--- src/rtl/demux_rr_ctrl.sv ---
// Round-robin scheduler driving the select lines of a 1x4 demux.
// Define DEMUX_CNT_EN to add the per-channel delivery counters on cnt_all.
module demux_rr_ctrl #(
  parameter int WIDTH = 1
) (
  input  logic             clk,
  input  logic             rst,
  input  logic [3:0]       en_mask,
  input  logic             in_valid,
  input  logic [WIDTH-1:0] in_data,
  output logic             in_ready,
  output logic             S1,
  output logic             S0,
  output logic [WIDTH-1:0] D,
  output logic [3:0]       out_valid,
  input  logic [3:0]       out_ready
`ifdef DEMUX_CNT_EN
  ,
  output logic [31:0]      cnt_all
`endif
);

  typedef enum logic {
    IDLE,
    HOLD
  } state_e;

  state_e           state_q, state_d;
  logic [1:0]       ptr_q, ptr_d;
  logic [1:0]       sel_q, sel_d;
  logic [WIDTH-1:0] d_q, d_d;

  logic       deliver;
  logic       accept;
  logic [1:0] base;
  logic [1:0] pick;

  assign deliver  = (state_q == HOLD) && out_ready[sel_q];
  assign in_ready = (|en_mask) && ((state_q == IDLE) || deliver);
  assign accept   = in_valid && in_ready;

  // A word leaving this cycle moves the pointer before the next search.
  assign base = deliver ? sel_q : ptr_q;

  always_comb begin
    logic       found;
    logic [1:0] c;
    pick  = base;
    found = 1'b0;
    c     = base;
    for (int k = 1; k <= 4; k++) begin
      c = base + 2'(k);
      if (!found && en_mask[c]) begin
        pick  = c;
        found = 1'b1;
      end
    end
  end

  always_comb begin
    state_d = state_q;
    ptr_d   = ptr_q;
    sel_d   = sel_q;
    d_d     = d_q;
    if (deliver) begin
      ptr_d   = sel_q;
      state_d = IDLE;
    end
    if (accept) begin
      sel_d   = pick;
      d_d     = in_data;
      state_d = HOLD;
    end
  end

  always_ff @(posedge clk) begin
    if (rst) begin
      state_q <= IDLE;
      ptr_q   <= 2'd3;
      sel_q   <= 2'd0;
      d_q     <= '0;
    end else begin
      state_q <= state_d;
      ptr_q   <= ptr_d;
      sel_q   <= sel_d;
      d_q     <= d_d;
    end
  end

  assign S1        = sel_q[1];
  assign S0        = sel_q[0];
  assign D         = d_q;
  assign out_valid = (state_q == HOLD) ? (4'b0001 << sel_q) : 4'b0000;

`ifdef DEMUX_CNT_EN
  logic [7:0] cnt_q [4];

  always_ff @(posedge clk) begin
    if (rst) begin
      for (int i = 0; i < 4; i++) cnt_q[i] <= 8'd0;
    end else if (deliver) begin
      cnt_q[sel_q] <= cnt_q[sel_q] + 8'd1;
    end
  end

  assign cnt_all = {cnt_q[3], cnt_q[2], cnt_q[1], cnt_q[0]};
`endif

endmodule
--- config.mk ---
export PLATFORM = sky130hd
export DESIGN_NAME = demux_rr_ctrl
export DESIGN_NICKNAME = d
export VERILOG_FILES = /design/src/rtl/demux_rr_ctrl.sv
export SDC_FILE = /design/constraint.sdc
export NUM_CORES = 1
export LEC_CHECK = 0
export CAP_MARGIN = 25
export CORE_MARGIN = 2
export CORE_UTILIZATION = 30
export DETAILED_ROUTE_END_ITERATION = 6
export GPL_TIMING_DRIVEN = 0
export PLACE_DENSITY = 0.56
export SETUP_SLACK_MARGIN = 0.3
export SLEW_MARGIN = 10
export SYNTH_ARGS = -nofsm -noshare
export SYNTH_HDL_FRONTEND = slang
export SYNTH_SLANG_ARGS = --single-unit
--- constraint.sdc ---
create_clock -name clk -period 1.9 [get_ports clk]
set_input_delay 0.38 -clock clk [delete_from_list [all_inputs] [get_ports clk]]
set_output_delay 0.38 -clock clk [all_outputs]
set_load 0.01 [all_outputs]
==> results of run 1 <==
==> power groups by stage <==
stage,Sequential [mW],Clock [mW],Combinational [mW]
after detailed placement,0.155,0,0.227
after CTS,0.154,0.120,0.263
after global placement,0.154,0,0.229
final,0.154,0.113,0.301
after global routing,0.155,0.134,0.320
after floorplan,0.154,0,0.145
==> routing by layer <==
layer	global-route usage (%)	part of all wire, %	vias to the layer above
met5	0	0	-
met4	4.50	1.7	0
met3	4.76	6.9	4
met2	28.1	50	37
met1	20.9	41	360
li1	-	-	386
==> layout make-up <==
cell class / instances / share of cell area, %
clock buffer: 3 / 2.15
multi-input combinational: 71 / 52.6
timing repair buffer: 31 / 25.7
buffer: 4 / 3.11
tap: 27 / 3.23
sequential: 6 / 11.7
inverter: 3 / 1.44
==> worst max path at each step <==
stage                           to  slack (ns)  cells after the start
after floorplan           sel_q[0]        0.32                      7
after global placement    in_ready       -0.66                      4
after detailed placement  in_ready       -0.65                      4
after CTS                 in_ready        0.04                      4
after global routing      sel_q[0]        0.04                      8
final                     in_ready        0.13                      4
==> cell usage after synthesis, types with 3 or more instances <==
cell / instances
a21oi_1: 7
dfxtp_1: 6
inv_1: 3
mux2i_1: 3
nand2_1: 5
nor2_1: 12
nor2b_1: 3
nor3_1: 3
o21ai_0: 3
==> timing repair <==
item / 4_1_cts / 5_1_grt
pin swaps: 8 / 5
setup endpoints to repair: 10 / 8
gates resized for setup: 36 / 20
buffers inserted: 9 / 3
==> per-stage QoR <==
step                      hold WS, ns  setup WS, ns  TNS [ns]  cells  utilization, %
final                           0.504         0.127         0    145            52.3
after global routing            0.515        0.0367         0    145            52.3
after CTS                       0.511        0.0432         0    142            49.6
after detailed placement        0.501        -0.652     -1.21    130            43.8
after global placement          0.478        -0.655     -1.26    130            43.8
after floorplan                 0.449         0.319         0     84               -
==> placed cells by master (no fill, tap or decap), types with 2 or more instances in the layout <==
cell type         n
buf_6             6
clkbuf_2          2
nand3_1           2
or2_2             2
clkdlybuf4s50_1   6
nor3_1            2
dfxtp_1           4
o211ai_1          2
buf_2             5
clkdlybuf4s15_1   2
buf_4             8
nor2_1           11
a22oi_2           2
mux2i_4           2
inv_1             2
o21ai_1           2
nor2b_1           3
nand2_1           4
clkbuf_4          3
dfxtp_2           2
dlygate4sd2_1     5
a21oi_1           6
o21ai_0           3
nand2b_1          2
==> registers in the layout, summed over array words and instances, names as in the netlist <==
register / count
sel_q: 2
state_q: 1
ptr_q: 2
D: 1
==> worst min-delay path, delay by kind of cell <==
| family | cells | cell delay (ns) |
|---|---|---|
| AO/OA/AOI/OAI | 2 | 0.18 |
| buffers and inverters | 1 | 0.15 |
==> logic make-up (layout without fill, tap and decap cells) <==
logic type | count (synthesis) | in the layout | synth area share, %
compound gates | 28 | 28 | 34.7
mux | 4 | 4 | 8.11
simple gates | 39 | 39 | 32.6
buf+inv | 7 | 41 | 5.98
flops | 6 | 6 | 18.5
==> metrics.md, run 1 <==
| Metric | Value |
|---|---|
| Final setup fails | 0 |
| Num CTS Buffers | 3 |
| Pin count of the biggest net entering global routing | 11 |
| PortBufs | 19 |
| Number of flops mapped to enable cells by yosys | 0 |
| Number of global-route vias before repair | 760 |
| TritonCTS clock tree | built |
| Largest stage delay on the critical path | 0.54 ns |
| Final period util | 93.3% |
| Hold Startpoint | en_mask[3] |
| Antenna Violating Nets Remaining | 0 |
| Total gr overflow | 0 |
| Diode count | 0 |
| Average size of a mapped cell | 7.72 um^2 |
| CP top delay family | simple AND/OR/NAND/NOR gates |
| Yosys warning total | 0 |
| Mapped Area | 648 um^2 |
| Share of layout cells above drive strength 1 | 39.8% |
| Reg power frac | 27.1% |
| R2R Setup Slk | 0.16 ns |
| Via Count | 787 |
| Worst-Margin Slew | 0.326 ns |
| Cells on worst reg2reg path | 7 |
| Die width | 50.5 um |
| Area delta synth->final | 61.4% |
| Clock share of power | 19.9% |
| Layout Nets | 132 |
| Final instance area | 1050 um^2 |
| Final critical-path required period | 1.77 ns |
| R2R Path End | sel_q[1] |
| Worst Setup End Kind | output port |
| Routed WL | 2.15 mm |
| Max Cap Violations | 0 |
| DRC viols | 0 |
| Max frequency | 564 MHz |
| Post-Synthesis Cells | 84 |
| Top-Level Pins | 20 |
| Drt via density | 5.43 |
| Mapped Nets | 96 |
| CP Buf/Inv Count | 2 |
| WL/cell | 14.8 um |
| Sequential share of the synthesized area | 18.5% |
| Register area | 123 um^2 |
| Critical path type | in -> out |
| Initial Utilization | 32.4% |
| Setup crit start kind | primary input |
| Reg2Reg Launch Point | sel_q[0] |
| Leakage power | 0.412 nW |
| Arrival time at the worst endpoint | 1.39 ns |
| Largest cells by area after synthesis | dfxtp_1 19%, nor2_1 6.9%, a21oi_1 5.4%, mux2i_1 4.6%, a2111oi_4 4.2% |
| Dpl cell area | 877 um^2 |
| CP max FO | 3 |
| WHS Endpoint | sel_q[1] |
| Synth Flop Type | dfxtp_1 |
| Peak supply drop | 0.388 mV |
| Routability Congestion | 0.815 |
| Asr flop ratio synth | 0% |
| Run status | complete, no violations |
| GRT Util Overall | 16.7% |
| Comb pwr share | 53.0% |
| DR pass1 iterations | 4 |
| H-tree depth | 1 |
| Critical path origin | en_mask[1] |
| Clock-pin slew on the worst setup and hold paths | 0.04 ns |
| P per Cell Area | 543 nW/um^2 |
| Library cells used by synthesis | 39 |
| Critical Path RT | 1.52 ns |
| Top cell type by total area after synthesis | dfxtp_1 |
| Footprint of the multi-input gates | 551 um^2 |
| Initial antenna violation count | 0 |
| P_sw | 0.200 mW |
| Hold-critical path depth | 3 |
| Hold_buf cts | 0 |
| Total power | 0.568 mW |
| Die Y | 50.5 um |
| Clk_lat worst skew | 0.24 ns |
| Total clock sinks | 6 |
| RSZ-0062 raised after global routing | true |
| CP Cell Sequence | clkdlybuf4s15_1, or4_4, and2_4, buf_6 |
| Synth top area share | 18.5% |
| Synthesis-stage register bit count | 6 |
| Fill count | 210 |
| Violation count after the first detailed-route iteration | 34 |
| Final hold vios | 0 |
| CP max-delay cell | or4_4 |
| Hold WC Path Type | in -> reg |
| Clock root cell | clkbuf_4 |
| Core area | 2000 um^2 |
| Internal power | 0.369 mW |
| Max Root-Sink Buffers | 2 |
| Die footprint | 2550 um^2 |
| Max-slew violations | 0 |
| Hpwl dp | 1.35 mm |
| Switching Share | 35.1% |
| Final Skew | 0.00442 ns |
| Slew Limit Headroom | 78.0% |
| Row cnt | 16 |
| Global-route wire length before repair | 3.28 mm |
(Power assumes the default switching activity.)
==> run 2, diff against run 1 <==
==> constraint.sdc (replaced) <==
create_clock -name clk -period 1.97 [get_ports clk]
set_input_delay 0.394 -clock clk [delete_from_list [all_inputs] [get_ports clk]]
set_output_delay 0.394 -clock clk [all_outputs]
set_load 0.01 [all_outputs]
==> run 2 against run 1 <==
  * Sequential power decreased by 5%
  * First-iteration DRC count decreased by 2.9%
  * Register-to-register slack improved by 0.10 ns
  * Clock-buffer cell count unchanged
  * Hold slack improved by 0.015 ns
  * Critical path depth unchanged
  * Global-route usage decreased by 0.80 points
  * Design area decreased by 0.60%
  * Clock skew increased by 0.0033 ns
  * Final cell count increased by 0.69%
  * Worst setup slack improved by 0.046 ns
  * Non-clock buffer count increased by 1
  * Highest routed layer unchanged
==> metrics.md, run 2 (synthesized netlist as in run 1, its figures left out) <==
| Metric | Value |
|---|---|
| Most common cell after layout, fill and taps aside | nor2_1 |
| Setup crit start kind | primary input |
| Die footprint | 2550 um^2 |
| Clk_lat worst skew | 0.25 ns |
| Diode count | 0 |
| Pre-CTS WS | -0.586 ns |
| Pin count of the biggest net entering global routing | 11 |
| PortBufs | 19 |
| Most frequent cells in the layout | 9 x nor2_1, 8 x buf_4, 7 x buf_6, 7 x a21oi_1, 6 x clkdlybuf4s50_1 |
| Fill count | 189 |
| Critical path type | in -> out |
| Switching Share | 34.8% |
| CP Buf/Inv Count | 2 |
| Number of global-route vias before repair | 737 |
| Hold_buf cts | 0 |
| RSZ-0062 raised after global routing | true |
| Routability Congestion | 0.801 |
| Top-Level Pins | 20 |
| Drt via density | 5.51 |
| DRC viols | 0 |
| Worst-Margin Slew | 0.383 ns |
| Routed WL | 1.94 mm |
| Hold WC Path Type | reg -> reg |
| P_sw | 0.190 mW |
| Finished Layout Cells | 146 |
| Total clock sinks | 6 |
| Share of layout cells above drive strength 1 | 37.0% |
| Footprint of the multi-input gates | 528 um^2 |
| CP Cell Sequence | clkdlybuf4s15_1, or4_4, and2_4, buf_6 |
| PnR worst setup slack | 0.173 ns |
| Critical Path RT | 1.58 ns |
| Inst Count DP | 130 |
| Peak supply drop | 0.274 mV |
| Initial antenna violation count | 0 |
| Clock share of power | 21.3% |
| Reg power frac | 27.0% |
| Register area | 123 um^2 |
| Violation count after the first detailed-route iteration | 33 |
| TritonCTS clock tree | built |
| Largest stage delay on the critical path | 0.53 ns |
| Die Y | 50.5 um |
| Core area | 2000 um^2 |
| Initial Utilization | 32.4% |
| CP top delay family | simple AND/OR/NAND/NOR gates |
| DR pass1 iterations | 4 |
| Max frequency | 556 MHz |
| Die width | 50.5 um |
| Area delta synth->final | 60.4% |
| Layout Nets | 133 |
| CP max-delay cell | or4_4 |
| Global-route wire length before repair | 3.15 mm |
| Fin util | 51.9% |
| Comb pwr share | 51.7% |
| CP max FO | 3 |
| Slew Limit Headroom | 74.4% |
| Row cnt | 16 |
| WL/cell | 13.3 um |
| Worst Setup End Kind | output port |
| Final period util | 91.2% |
| Antenna Violating Nets Remaining | 0 |
| Hpwl dp | 1.29 mm |
| GRT Util Overall | 15.9% |
| Clock-pin slew on the worst setup and hold paths | 0.05 ns |
| Setup TNS | 0 ns |
| Final critical-path required period | 1.80 ns |
| Top Registers | ptr_q: 2 flops, sel_q: 2 flops |
| Max Root-Sink Buffers | 2 |
| Final hold slack | 0.519 ns |
| P per Cell Area | 525 nW/um^2 |
| Via Count | 805 |
| Final hold vios | 0 |
| Final Skew | 0.00776 ns |
| Max Cap Violations | 0 |
| Arrival time at the worst endpoint | 1.40 ns |
| Final setup fails | 0 |
| Max-slew violations | 0 |
| Leakage power | 0.414 nW |
| Internal power | 0.356 mW |
| Total gr overflow | 0 |
| Num CTS Buffers | 3 |
| Clock root cell | clkbuf_4 |
| Run status | complete, no violations |
| H-tree depth | 1 |
[run 2: path summary, 6_finish.rpt]
kind / startpoint / to / slack [ns] / depth (start not counted)
max: en_mask[1] / in_ready / 0.17 / 4
min reg2reg: D / D / 0.52 / 2
min: D / D / 0.52 / 2
max reg2reg: sel_q[0] / sel_q[1] / 0.26 / 9
[run 2: tightest hold or removal path: cells and delay by family, from the launching register on]
kind          cells  cell delay [ns]
flops             1             0.33
simple gates      1             0.09
mux               1             0.07
[run 2: through the flow]
stage / instance area (um^2) / total power, mW
after floorplan: 649 / 0.287
after global placement: 873 / 0.367
after detailed placement: 873 / 0.365
after CTS: 1010 / 0.528
after global routing: 1040 / 0.575
final: 1040 / 0.546
[run 2: power groups by stage]
| stage | combinational [mW] | sequential [mW] | clock, mW |
|---|---|---|---|
| 2_1_floorplan | 0.138 | 0.149 | 0 |
| 3_3_place_gp | 0.218 | 0.149 | 0 |
| 3_5_place_dp | 0.216 | 0.149 | 0 |
| 4_1_cts | 0.262 | 0.148 | 0.118 |
| 5_1_grt | 0.303 | 0.149 | 0.123 |
| 6_report | 0.282 | 0.147 | 0.116 |
[run 2: final cells by class]
type | count | area share (%)
Buffer | 4 | 3.37
Clock buffer | 3 | 2.17
Inverter | 3 | 1.44
Multi-Input combinational cell | 71 | 50.8
Sequential cell | 6 | 11.8
Tap cell | 27 | 3.25
Timing Repair Buffer | 32 | 27.2
[run 2: repair_timing]
action,CTS,global route
buffers inserted,11,2
gates resized for setup,40,12
setup endpoints to repair,8,7
pin swaps,9,6
[run 2: metal layers]
layer	part of all wire [%]	GRT usage, %	wire length (um)	up-vias
met3	8.8	3.87	172	2
li1	-	-	-	386
met1	41	19.5	795	375
met2	49	27.2	955	42
met4	1.1	5.41	21	0
met5	0	0	0	-
